[src/rtl/pipe_reduct_if.sv]
// Streaming handshake bundle for the pipelined word reduction block.
// No storage, no latency of its own.
// Carries valid/ready in both directions and the per-beat op, inv and mask.
interface pipe_reduct_if #(
    parameter int IN   = 4,
    parameter int DATA = 16
);
    logic                     in_valid;
    logic                     in_ready;
    logic [IN-1:0][DATA-1:0]  in;
    logic [IN-1:0]            in_mask;
    logic [1:0]               ope;
    logic                     inv;
    logic                     out_valid;
    logic                     out_ready;
    logic [DATA-1:0]          out;
    logic [1:0]               out_ope;

    // Producer/consumer side (drives beats in, accepts results)
    modport master (
        output in_valid, in, in_mask, ope, inv, out_ready,
        input  in_ready, out_valid, out, out_ope
    );

    // Reduction block side
    modport slave (
        input  in_valid, in, in_mask, ope, inv, out_ready,
        output in_ready, out_valid, out, out_ope
    );
endinterface

[src/rtl/pipe_reduct.sv]
// Pipelined and/or/xor reduction of IN masked words to one word, binary tree, one register per level.
// Latency L = max(1, clog2(IN)) cycles from accept edge to out visible; one beat per cycle.
// Global stall: every stage holds while out_valid & !out_ready; in_ready = !out_valid | out_ready.
module pipe_reduct #(
    parameter int IN   = 4,
    parameter int DATA = 16
) (
    input  logic         clk,
    input  logic         reset,
    pipe_reduct_if.slave bus
);

    localparam int LOG2_IN = $clog2(IN);
    localparam int EIN     = 1 << LOG2_IN;
    localparam int L       = (LOG2_IN < 1) ? 1 : LOG2_IN;
    // Stage 1 width; IN = 1 still gets one register pairing word 0 with the identity
    localparam int W1      = (EIN > 1) ? EIN / 2 : 1;
    localparam int P       = 2 * W1;

    // Reserved op collapses to zero at every level, so the final word is zero before inversion
    function automatic logic [DATA-1:0] combine(input logic [1:0] op,
                                                input logic [DATA-1:0] a,
                                                input logic [DATA-1:0] b);
        case (op)
            2'd0:    combine = a & b;
            2'd1:    combine = a | b;
            2'd2:    combine = a ^ b;
            default: combine = '0;
        endcase
    endfunction

    logic [P-1:0][DATA-1:0] in_pad;
    logic [P-1:0]           mask_pad;
    logic [DATA-1:0]        ident;
    logic [DATA-1:0]        w  [P];
    logic [DATA-1:0]        s1 [W1];

    logic [DATA-1:0]        dat  [1:L][0:W1-1];
    logic                   vld  [1:L];
    logic [1:0]             opr  [1:L];
    logic                   invr [1:L];
    logic                   adv;

    // Leaf level: padded or masked-off words become the op identity, then pairs are combined
    always_comb begin
        in_pad            = '0;
        in_pad[IN-1:0]    = bus.in;
        mask_pad          = '0;
        mask_pad[IN-1:0]  = bus.in_mask;
        ident             = (bus.ope == 2'd0) ? {DATA{1'b1}} : '0;
        for (int i = 0; i < P; i++) begin
            w[i] = mask_pad[i] ? in_pad[i] : ident;
        end
        for (int i = 0; i < W1; i++) begin
            s1[i] = combine(bus.ope, w[2*i], w[2*i+1]);
        end
    end

    assign adv = !vld[L] || bus.out_ready;

    // Tree registers: all levels advance together on adv so bubbles travel with the data
    always_ff @(posedge clk) begin
        if (reset) begin
            for (int k = 1; k <= L; k++) begin
                vld[k]  <= 1'b0;
                opr[k]  <= 2'd0;
                invr[k] <= 1'b0;
                for (int j = 0; j < W1; j++) begin
                    dat[k][j] <= '0;
                end
            end
        end else if (adv) begin
            vld[1]  <= bus.in_valid;
            opr[1]  <= bus.ope;
            invr[1] <= bus.inv;
            for (int j = 0; j < W1; j++) begin
                dat[1][j] <= s1[j];
            end
            for (int k = 2; k <= L; k++) begin
                vld[k]  <= vld[k-1];
                opr[k]  <= opr[k-1];
                invr[k] <= invr[k-1];
                for (int j = 0; j < (EIN >> k); j++) begin
                    dat[k][j] <= combine(opr[k-1], dat[k-1][2*j], dat[k-1][2*j+1]);
                end
            end
        end
    end

    assign bus.in_ready  = adv;
    assign bus.out_valid = vld[L];
    assign bus.out       = invr[L] ? ~dat[L][0] : dat[L][0];
    assign bus.out_ope   = opr[L];

endmodule

[src/flat_wrapper.sv]
// flat-port wrapper written by rule: the top's interface ports become plain ports
module pipe_reduct_flat 
#(
    parameter int IN   = 4,
    parameter int DATA = 16
)
  (clk, reset, bus_in_valid, bus_in, bus_in_mask, bus_ope, bus_inv, bus_out_ready, bus_in_ready, bus_out_valid, bus_out, bus_out_ope);
  pipe_reduct_if #(.IN(IN), .DATA(DATA)) bus_i ();
  input  logic clk;
  input  logic reset;
  input wire logic [$bits(bus_i.in_valid)-1:0] bus_in_valid;
  input wire logic [$bits(bus_i.in)-1:0] bus_in;
  input wire logic [$bits(bus_i.in_mask)-1:0] bus_in_mask;
  input wire logic [$bits(bus_i.ope)-1:0] bus_ope;
  input wire logic [$bits(bus_i.inv)-1:0] bus_inv;
  input wire logic [$bits(bus_i.out_ready)-1:0] bus_out_ready;
  output wire logic [$bits(bus_i.in_ready)-1:0] bus_in_ready;
  output wire logic [$bits(bus_i.out_valid)-1:0] bus_out_valid;
  output wire logic [$bits(bus_i.out)-1:0] bus_out;
  output wire logic [$bits(bus_i.out_ope)-1:0] bus_out_ope;
  assign bus_i.in_valid = bus_in_valid;
  assign bus_i.in = bus_in;
  assign bus_i.in_mask = bus_in_mask;
  assign bus_i.ope = bus_ope;
  assign bus_i.inv = bus_inv;
  assign bus_i.out_ready = bus_out_ready;
  assign bus_in_ready = bus_i.in_ready;
  assign bus_out_valid = bus_i.out_valid;
  assign bus_out = bus_i.out;
  assign bus_out_ope = bus_i.out_ope;
  pipe_reduct #(.IN(IN), .DATA(DATA)) u_core (.clk(clk), .reset(reset), .bus(bus_i));
endmodule
[config.mk]
export PLATFORM = sky130hd
export DESIGN_NAME = pipe_reduct_flat
export DESIGN_NICKNAME = d
export VERILOG_FILES = /design/src/rtl/pipe_reduct_if.sv /design/src/rtl/pipe_reduct.sv /design/src/flat_wrapper.sv
export SDC_FILE = /design/constraint.sdc
export NUM_CORES = 1
export LEC_CHECK = 0
export ABC_AREA = 1
export ABC_CLOCK_PERIOD_IN_PS = 4800
export CORE_ASPECT_RATIO = 1.25
export CORE_MARGIN = 5
export CORE_UTILIZATION = 59
export CTS_CLUSTER_DIAMETER = 60
export DETAILED_ROUTE_END_ITERATION = 8
export PLACE_DENSITY = 0.87
export SLEW_MARGIN = 20
export SYNTH_ARGS = -nofsm -noshare
export SYNTH_HDL_FRONTEND = slang
export SYNTH_SLANG_ARGS = --single-unit
[constraint.sdc]
create_clock -name clk -period 4.8 [get_ports clk]
set_clock_uncertainty 0.05 [all_clocks]
set_input_delay 0.96 -clock clk [delete_from_list [all_inputs] [get_ports clk]]
set_output_delay 0.96 -clock clk [all_outputs]
set_load 0.01 [all_outputs]
==> flow_summary.ini, run 1 <==
[sta]
min_period_ns = 3.52
min_period_over_period_pct = 73.4
maxSlewViolCount = 0
holdWs_ns = 0.508
setup_viol = 0
clock.fmax_mhz = 284
rsz0062_at_grt = no
fin_tns_setup_ns = 0
finalHoldViolCount = 0
maxSlewHeadroom_pct = 25.9
worst_pin_slew_ns = 1.11

[synthesis]
synth-seq-area-share_pct = 29.5
yosysMostFrequentCell = nand2_1
syn_area_mm2 = 0.00569
ys_ff_latch = 56
synthesis.instances = 724
synthTopCellsByArea = edfxtp_1 30%, ha_1 21%, nand2_1 9.4%
yosysUniqueCellTypes = 20
synth_edf_count = 56
ys.flop_type = edfxtp_1
synth.net_count = 895
yosys-top-cells-count = 142 x nand2_1, 137 x inv_1, 97 x nand3_1
netlist.area_leader.share_pct = 29.5
ys_warn_count = 0
async_flop_share_pct = 0
synth_area_leader_cell = edfxtp_1
postSynthAreaPerCell_um2 = 7.86

[critical_path]
required_ns = 4.80
startpoint = bus_ope[1]
worstSetupPathType = in -> reg
worst_path_max_delay_cell = clkinv_1
r2r-start = u_core.opr[1][1]
max_stage_delay_ns = 0.92
worstPathCellList = clkdlybuf4s50_1 -> buf_4 -> clkinv_1 -> nand3b_1 -> nand3_1 -> nand2_1 -> inv_1
crit_family = buffers and inverters
path_buf_inv = 4
start_kind = primary input
endpoint_kind = register
crit_arrival_ns = 3.52
crit_path_max_fanout = 33

[final_layout]
num-fill-cells = 695
seq_area_mm2 = 0.00168
n_antenna_cell = 0
syn_to_final_growth_pct = 19.1
multi_input_area_mm2 = 0.00318
fin_nets = 959
drive_above_1_share_pct = 7.22

[hold_path]
min_path_type = reg -> reg
holdCritStartpoint = u_core.vld[1]

[grt]
use_met2_pct = 38.8
grt_overflow = 0
top_usage_layer = met2
met1_usage_pct = 26.0
antenna_found_initial = 0
use_met3_pct = 2.33
grt_first_pass_wirelength_um = 21300
grt_pass1_vias = 4666
grt_usage_pct = 21.6
grt_start_max_net_pins = 41

[die]
core-area_mm2 = 0.00951
die_h_um = 120
io_pins = 95
die-width_um = 97.9
die_area_mm2 = 0.0117
start_util_pct = 59.9
row_count = 40

[run_status]
status = complete, no violations

[clock_tree]
clk_latency_ns = 0.29
path_clk_slew_ns = 0.07
cts_tree = built
clock-sinks = 56
cts.hold.buffers_added = 0
htree_levels = 2
numCtsBuffers = 5
clk_path_buf_depth = 2
cts_setup_buffers = 0
cts-root-buf = clkbuf_16
cts_resized = 0

[drt]
viasPerCell = 5.29
drc_errors = 0
drt-initial-drc-count = 217
vias = 4837
finalWirelength_um = 12600
wl_per_cell_um = 13.8
drtAntennaViolNets = 0
dr.pass1.iters = 5

[place]
port_buffers = 94
dp_hpwl_um = 9540
gp_congestion = 0.836

[run]
max_cap_viol_count = 0

[power]
vdd_drop_max_mv = 0.187
p_per_area_mw_per_mm2 = 219
power.leakage_nw = 3.67
## flip-flops by register name (all words and copies together), names as in the netlist
signal       flops
u_core.invr      2
u_core.dat      48
u_core.opr       4
u_core.vld       2
## power by group
part           internal [mW]  switching (mW)
sequential             0.587          0.0382
clock                  0.245           0.164
combinational          0.214           0.234
## cells in the final DEF, fill, tap and decap left out, drive strengths merged
cell type / synthesis / layout
buf: 22 / 6
bufinv: 0 / 1
clkbuf: 21 / 5
clkdlybuf4s50: 0 / 94
clkinv: 2 / 4
clkinvlp: 0 / 1
edfxtp: 56 / 56
ha: 96 / 96
inv: 158 / 157
nand2: 162 / 162
nand3: 97 / 97
nand3b: 48 / 48
nor2: 12 / 12
o21ai: 32 / 32
or2: 2 / 2
xor2: 16 / 16
## per-stage QoR
step                      util (%)  setup WS, ns  cells  power, mW  cell area, um2
after floorplan                  -          1.69    724      0.906            5690
after global placement        69.5          1.33    907       1.05            6610
after detailed placement      69.5          1.27    907       1.08            6610
after CTS                     71.3          1.58    915       1.49            6780
after global routing          71.3          1.10    915       1.56            6780
final                         71.3          1.28    915       1.48            6780
## path summary, 6_finish.rpt
kind	end	depth (start not counted)	slack, ns
setup / recovery	u_core.dat[1][10]	7	1.28
hold / removal	u_core.vld[2]	2	0.51
setup reg to reg	u_core.dat[2][16]	5	2.57
hold reg to reg	u_core.vld[2]	2	0.51
## per-layer routing
layer  routed length (um)  up-vias  share of wire [%]
met2                 6540      185                 52
met1                 4880     2235                 39
li1                     -     2386                  -
met5                    0        -                  0
met4                  439        0                3.5
met3                  761       31                6.0
## final cells by class
cell class	instances	area share, %
tap	126	2.33
inverter	160	8.86
clock inverter	3	0.628
clock buffer	5	1.85
sequential	56	24.8
timing repair buffer	100	14.5
multi-input combinational	465	47.0
## logic make-up after synthesis
family | Yosys count | share of synthesized area (%)
AOI/OAI and AO/OA | 32 | 2.81
buffers and inverters | 203 | 14.6
DFF | 56 | 29.5
and+or+nand+nor | 321 | 29.5
adders and majority gates | 96 | 21.1
xor gates and xnor gates | 16 | 2.46
## worst register-to-register path: stages, from the launching register on
cell and delay (ns):
edfxtp_1 0.78, clkinv_1 0.65, nand3b_1 0.29, nand3_1 0.09, nand2_1 0.07, inv_1 0.06
Note: power is estimated with default switching activity, not from simulation.
==> run 2: changes to the inputs <==
ABC_CLOCK_PERIOD_IN_PS = 3300   (was 4800)
CORE_UTILIZATION = 55   (was 59)
PLACE_DENSITY = 0.82   (was 0.87)
clock period = 3.3 ns   (was 4.8 ns; I/O delays follow)
==> run 2 against run 1 <==
- hold slack improved by 0.0063 ns
- flip-flop and latch count unchanged
- clock-buffer cell count unchanged
- critical path depth increased by 4
- combinational power increased by 46%
- die area increased by 6.6%
- critical endpoint is now u_core.dat[1][31]
==> flow_summary.ini, run 2 (synthesized netlist as in run 1, its figures left out) <==
[clock_tree]
clk_path_buf_depth = 2
htree_levels = 2
cts_resized = 0
clk_latency_ns = 0.29
cts-root-buf = clkbuf_16
cts_tree = built
cts.hold.buffers_added = 0
cts_setup_buffers = 0
clock-sinks = 56
path_clk_slew_ns = 0.06
numCtsBuffers = 5

[grt]
use_met3_pct = 2.24
grt_usage_pct = 20.4
top_usage_layer = met2
grt_overflow = 0
antenna_found_initial = 0
grt_start_max_net_pins = 57
use_met2_pct = 38.1
grt_first_pass_wirelength_um = 21100
grt_pass1_vias = 4804
met1_usage_pct = 24.1

[drt]
vias = 4758
finalWirelength_um = 12200
drc_errors = 0
drt-initial-drc-count = 252
wl_per_cell_um = 13.2
drtAntennaViolNets = 0
dr.pass1.iters = 5
viasPerCell = 5.15

[power]
pwr-share-comb_pct = 32.0
vdd_drop_max_mv = 0.203
pwr-share-clk_pct = 23.7
power.leakage_nw = 3.69
power.total_mw = 2.05
power.switching_mw = 0.606
internal_power_mw = 1.44
p_per_area_mw_per_mm2 = 301
seqPwrFrac_pct = 44.3
p_sw_share_pct = 29.6

[critical_path]
crit_arrival_ns = 2.80
r2r-start = u_core.opr[1][1]
startpoint = bus_ope[1]
endpoint_kind = register
r2r_slack_ns = 1.14
start_kind = primary input
worstSetupPathType = in -> reg
r2r-end = u_core.dat[2][18]
required_ns = 3.30
crit_path_max_fanout = 17
ff2ff_path_depth = 5

[sta]
maxSlewHeadroom_pct = 50.5
min_period_over_period_pct = 84.8
maxSlewViolCount = 0
setup_viol = 0
finalHoldViolCount = 0
fin_ws_ns = 0.503
min_period_ns = 2.80
worst_pin_slew_ns = 0.743
clock.fmax_mhz = 358
rsz0062_at_grt = no
fin_tns_setup_ns = 0

[place]
gp_congestion = 0.859
port_buffers = 94
dp_worst_setup_slack_ns = 0.205
dp_hpwl_um = 9430
place_inst = 916

[die]
row_count = 41
die-width_um = 101
start_util_pct = 56.3
die_area_mm2 = 0.0125
io_pins = 95
die_h_um = 124
core-area_mm2 = 0.0101

[final_layout]
layout_common_cells = 142 x nand2_1, 137 x inv_1, 96 x nand3_1, 96 x ha_1, 94 x clkdlybuf4s50_1
num-fill-cells = 791
final_util_pct = 67.2
largest_reg_flops = 48
n_antenna_cell = 0
syn_to_final_growth_pct = 19.3
drive_above_1_share_pct = 7.68
finalNonFillerCells = 923
top_regs = u_core.dat x48, u_core.opr x4
fin_nets = 965
layout_commonest_cell = nand2_1
registers.top_by_ff_count = u_core.dat

[hold_path]
holdCritStartpoint = u_core.vld[1]
min_to = u_core.vld[2]
min_path_type = reg -> reg
hold_path_depth = 2

[run_status]
status = complete, no violations

[run]
max_cap_viol_count = 0
## run 2: worst max path at each step
stage	to	slack (ns)	cells past startpoint
after floorplan	u_core.dat[1][0]	0.49	2
after global placement	u_core.dat[1][4]	0.28	11
after detailed placement	u_core.dat[1][31]	0.21	11
after CTS	u_core.dat[1][31]	0.51	11
after global routing	u_core.dat[1][31]	0.30	11
final	u_core.dat[1][31]	0.50	11
## run 2: power groups by stage
stage	sequential, mW	combinational [mW]	clock [mW]
finish	0.908	0.655	0.485
global route	0.915	0.745	0.524
CTS	0.909	0.657	0.490
detailed placement	0.924	0.653	0
global placement	0.919	0.619	0
floorplan	0.892	0.426	0
## run 2: routing by layer
metal	routed length, um	up-vias
met5	0	-
met4	262	0
met3	592	22
met2	6510	156
met1	4820	2188
li1	-	2392
## run 2: cell type report
type                       count  area [um2]  area share, %
timing repair buffer         106        1030           15.2
clock inverter                 2        7.51          0.110
clock buffer                   5         125           1.84
sequential                    56        1680           24.8
multi-input combinational    465        3190           46.9
inverter                     160         601           8.84
tap                          129         161           2.38
## run 2: stage by stage
step | hold slack (ns) | area, um2
global placement | 0.479 | 6660
global route | 0.556 | 6790
floorplan | 0.469 | 5690
CTS | 0.522 | 6790
finish | 0.514 | 6790
detailed placement | 0.508 | 6660
## run 2: critical path, cell delays in order
cell and delay (ns):
clkdlybuf4s50_1 0.51, nor2_8 0.16, buf_4 0.24, nor2_1 0.06, inv_1 0.30, o21ai_0 0.25
ha_1 0.33, nand3_1 0.09, nand3_1 0.09, nand2_1 0.06, inv_1 0.04
==> run 3: changes to the inputs <==
ABC_CLOCK_PERIOD_IN_PS = 2450   (was 3300)
CORE_UTILIZATION = 50   (was 55)
PLACE_DENSITY = 0.79   (was 0.82)
clock period = 2.45 ns   (was 3.3 ns; I/O delays follow)
==> run 3 against run 2 <==
- hold slack worse by 0.0092 ns
- via count up 3.7%
- design area up 6.5%
- first-iteration DRC count down 11%
- utilization down 2.3 points
- non-clock buffer count up 41
- setup slack worse by 0.24 ns
- register-to-register slack worse by 0.26 ns
- critical endpoint is now u_core.dat[1][27]
- highest routed layer unchanged
==> flow_summary.ini, run 3 (synthesized netlist as in run 1, its figures left out) <==
[drt]
dr.pass1.iters = 5
finalWirelength_um = 13200
drc_errors = 0
wl_per_cell_um = 13.6
vias = 4935
drt-initial-drc-count = 224
drtAntennaViolNets = 0
viasPerCell = 5.08

[power]
p_sw_share_pct = 30.1
power.switching_mw = 0.874
vdd_drop_max_mv = 0.322
pwr-share-comb_pct = 34.7
internal_power_mw = 2.03
pwr-share-clk_pct = 23.9
power.total_mw = 2.91
power.leakage_nw = 3.95
seqPwrFrac_pct = 41.4
p_per_area_mw_per_mm2 = 402

[hold_path]
holdCritStartpoint = u_core.invr[1]
min_path_type = reg -> reg

[sta]
fin_ws_ns = 0.260
worst_pin_slew_ns = 0.519
min_period_ns = 2.19
finalHoldViolCount = 0
setup_viol = 0
min_period_over_period_pct = 89.4
maxSlewHeadroom_pct = 65.2
maxSlewViolCount = 0
clock.fmax_mhz = 457
holdWs_ns = 0.505
rsz0062_at_grt = no

[place]
dp_hpwl_um = 10100
dp_worst_setup_slack_ns = -0.222
gp_congestion = 0.848
port_buffers = 94

[final_layout]
seq_area_mm2 = 0.00168
num-fill-cells = 879
syn_to_final_growth_pct = 27.1
n_antenna_cell = 0
top_regs = u_core.dat x48, u_core.opr x4
fin_nets = 1006
layout_common_cells = 142 x nand2_1, 137 x inv_1, 96 x nand3_1, 96 x ha_1, 92 x clkdlybuf4s50_1
multi_input_area_mm2 = 0.00318
drive_above_1_share_pct = 12.3
final_util_pct = 65.0
layout_commonest_cell = nand2_1
registers.top_by_ff_count = u_core.dat
largest_reg_flops = 48

[grt]
antenna_found_initial = 0
grt_start_max_net_pins = 57
grt_first_pass_wirelength_um = 22800
grt_overflow = 0
grt_usage_pct = 20.0
grt_pass1_vias = 5234

[clock_tree]
numCtsBuffers = 5
clk_path_buf_depth = 2
htree_levels = 2
cts_tree = built
clk_latency_ns = 0.29
cts.hold.buffers_added = 0
path_clk_slew_ns = 0.07
clock-sinks = 56
cts-root-buf = clkbuf_16

[die]
core-area_mm2 = 0.0111
start_util_pct = 51.1
die_h_um = 129
die-width_um = 105
die_area_mm2 = 0.0136
io_pins = 95
row_count = 43

[critical_path]
crit_arrival_ns = 2.20
endpoint_kind = register
startpoint = bus_in_mask[0]
worstSetupPathType = in -> reg
crit_path_max_fanout = 16
required_ns = 2.46
start_kind = primary input
r2r-start = u_core.opr[1][0]

[run_status]
status = complete, no violations

[run]
max_cap_viol_count = 0
## run 3: what timing repair did
item	CTS	global route
setup buffers	1	0
setup endpoints to repair	2	4
pin swaps	0	0
resized for setup	0	2
gates cloned	0	0
## run 3: final cells by class
type,count,share of cell area (%)
Timing Repair Buffer,147,20.1
Sequential cell,56,23.2
Multi-Input combinational cell,465,44.0
Tap cell,135,2.33
Inverter,160,8.30
Clock inverter,3,0.259
Clock buffer,5,1.73
## run 3: worst max-delay path, stage by stage
cell,delay [ns]
clkdlybuf4s50_1,0.48
inv_1,0.20
o21ai_0,0.44
ha_1,0.31
nand3_1,0.08
nand3_1,0.08
nand2_1,0.07
inv_1,0.04
## run 3: final timing paths
check	to	cells past startpoint	slack, ns
max	u_core.dat[1][27]	8	0.26
min reg2reg	u_core.invr[2]	2	0.50
max reg2reg	u_core.dat[2][26]	5	0.88
min	u_core.invr[2]	2	0.50
## run 3: metal layers
layer	part of all wire, %	routed length, um	GRT usage [%]
met1	40	5240	22.5
met4	3.4	451	10.0
met2	53	6970	37.8
met5	0	0	0
met3	4.2	559	1.69
## run 3: power by group through the flow
stage / Sequential [mW] / Combinational, mW / Clock [mW]
detailed placement: 1.23 / 0.999 / 0
floorplan: 1.20 / 0.574 / 0
finish: 1.20 / 1.01 / 0.694
global route: 1.21 / 1.14 / 0.740
global placement: 1.23 / 0.940 / 0
CTS: 1.20 / 1.02 / 0.702
## run 3: through the flow
| step | area (um2) | setup TNS (ns) | instances |
|---|---|---|---|
| 6_report | 7240 | 0 | 971 |
| 5_1_grt | 7240 | 0 | 971 |
| 3_5_place_dp | 7070 | -5.07 | 962 |
| 4_1_cts | 7230 | 0 | 971 |
| 2_1_floorplan | 5700 | 0 | 724 |
| 3_3_place_gp | 7070 | -3.07 | 962 |
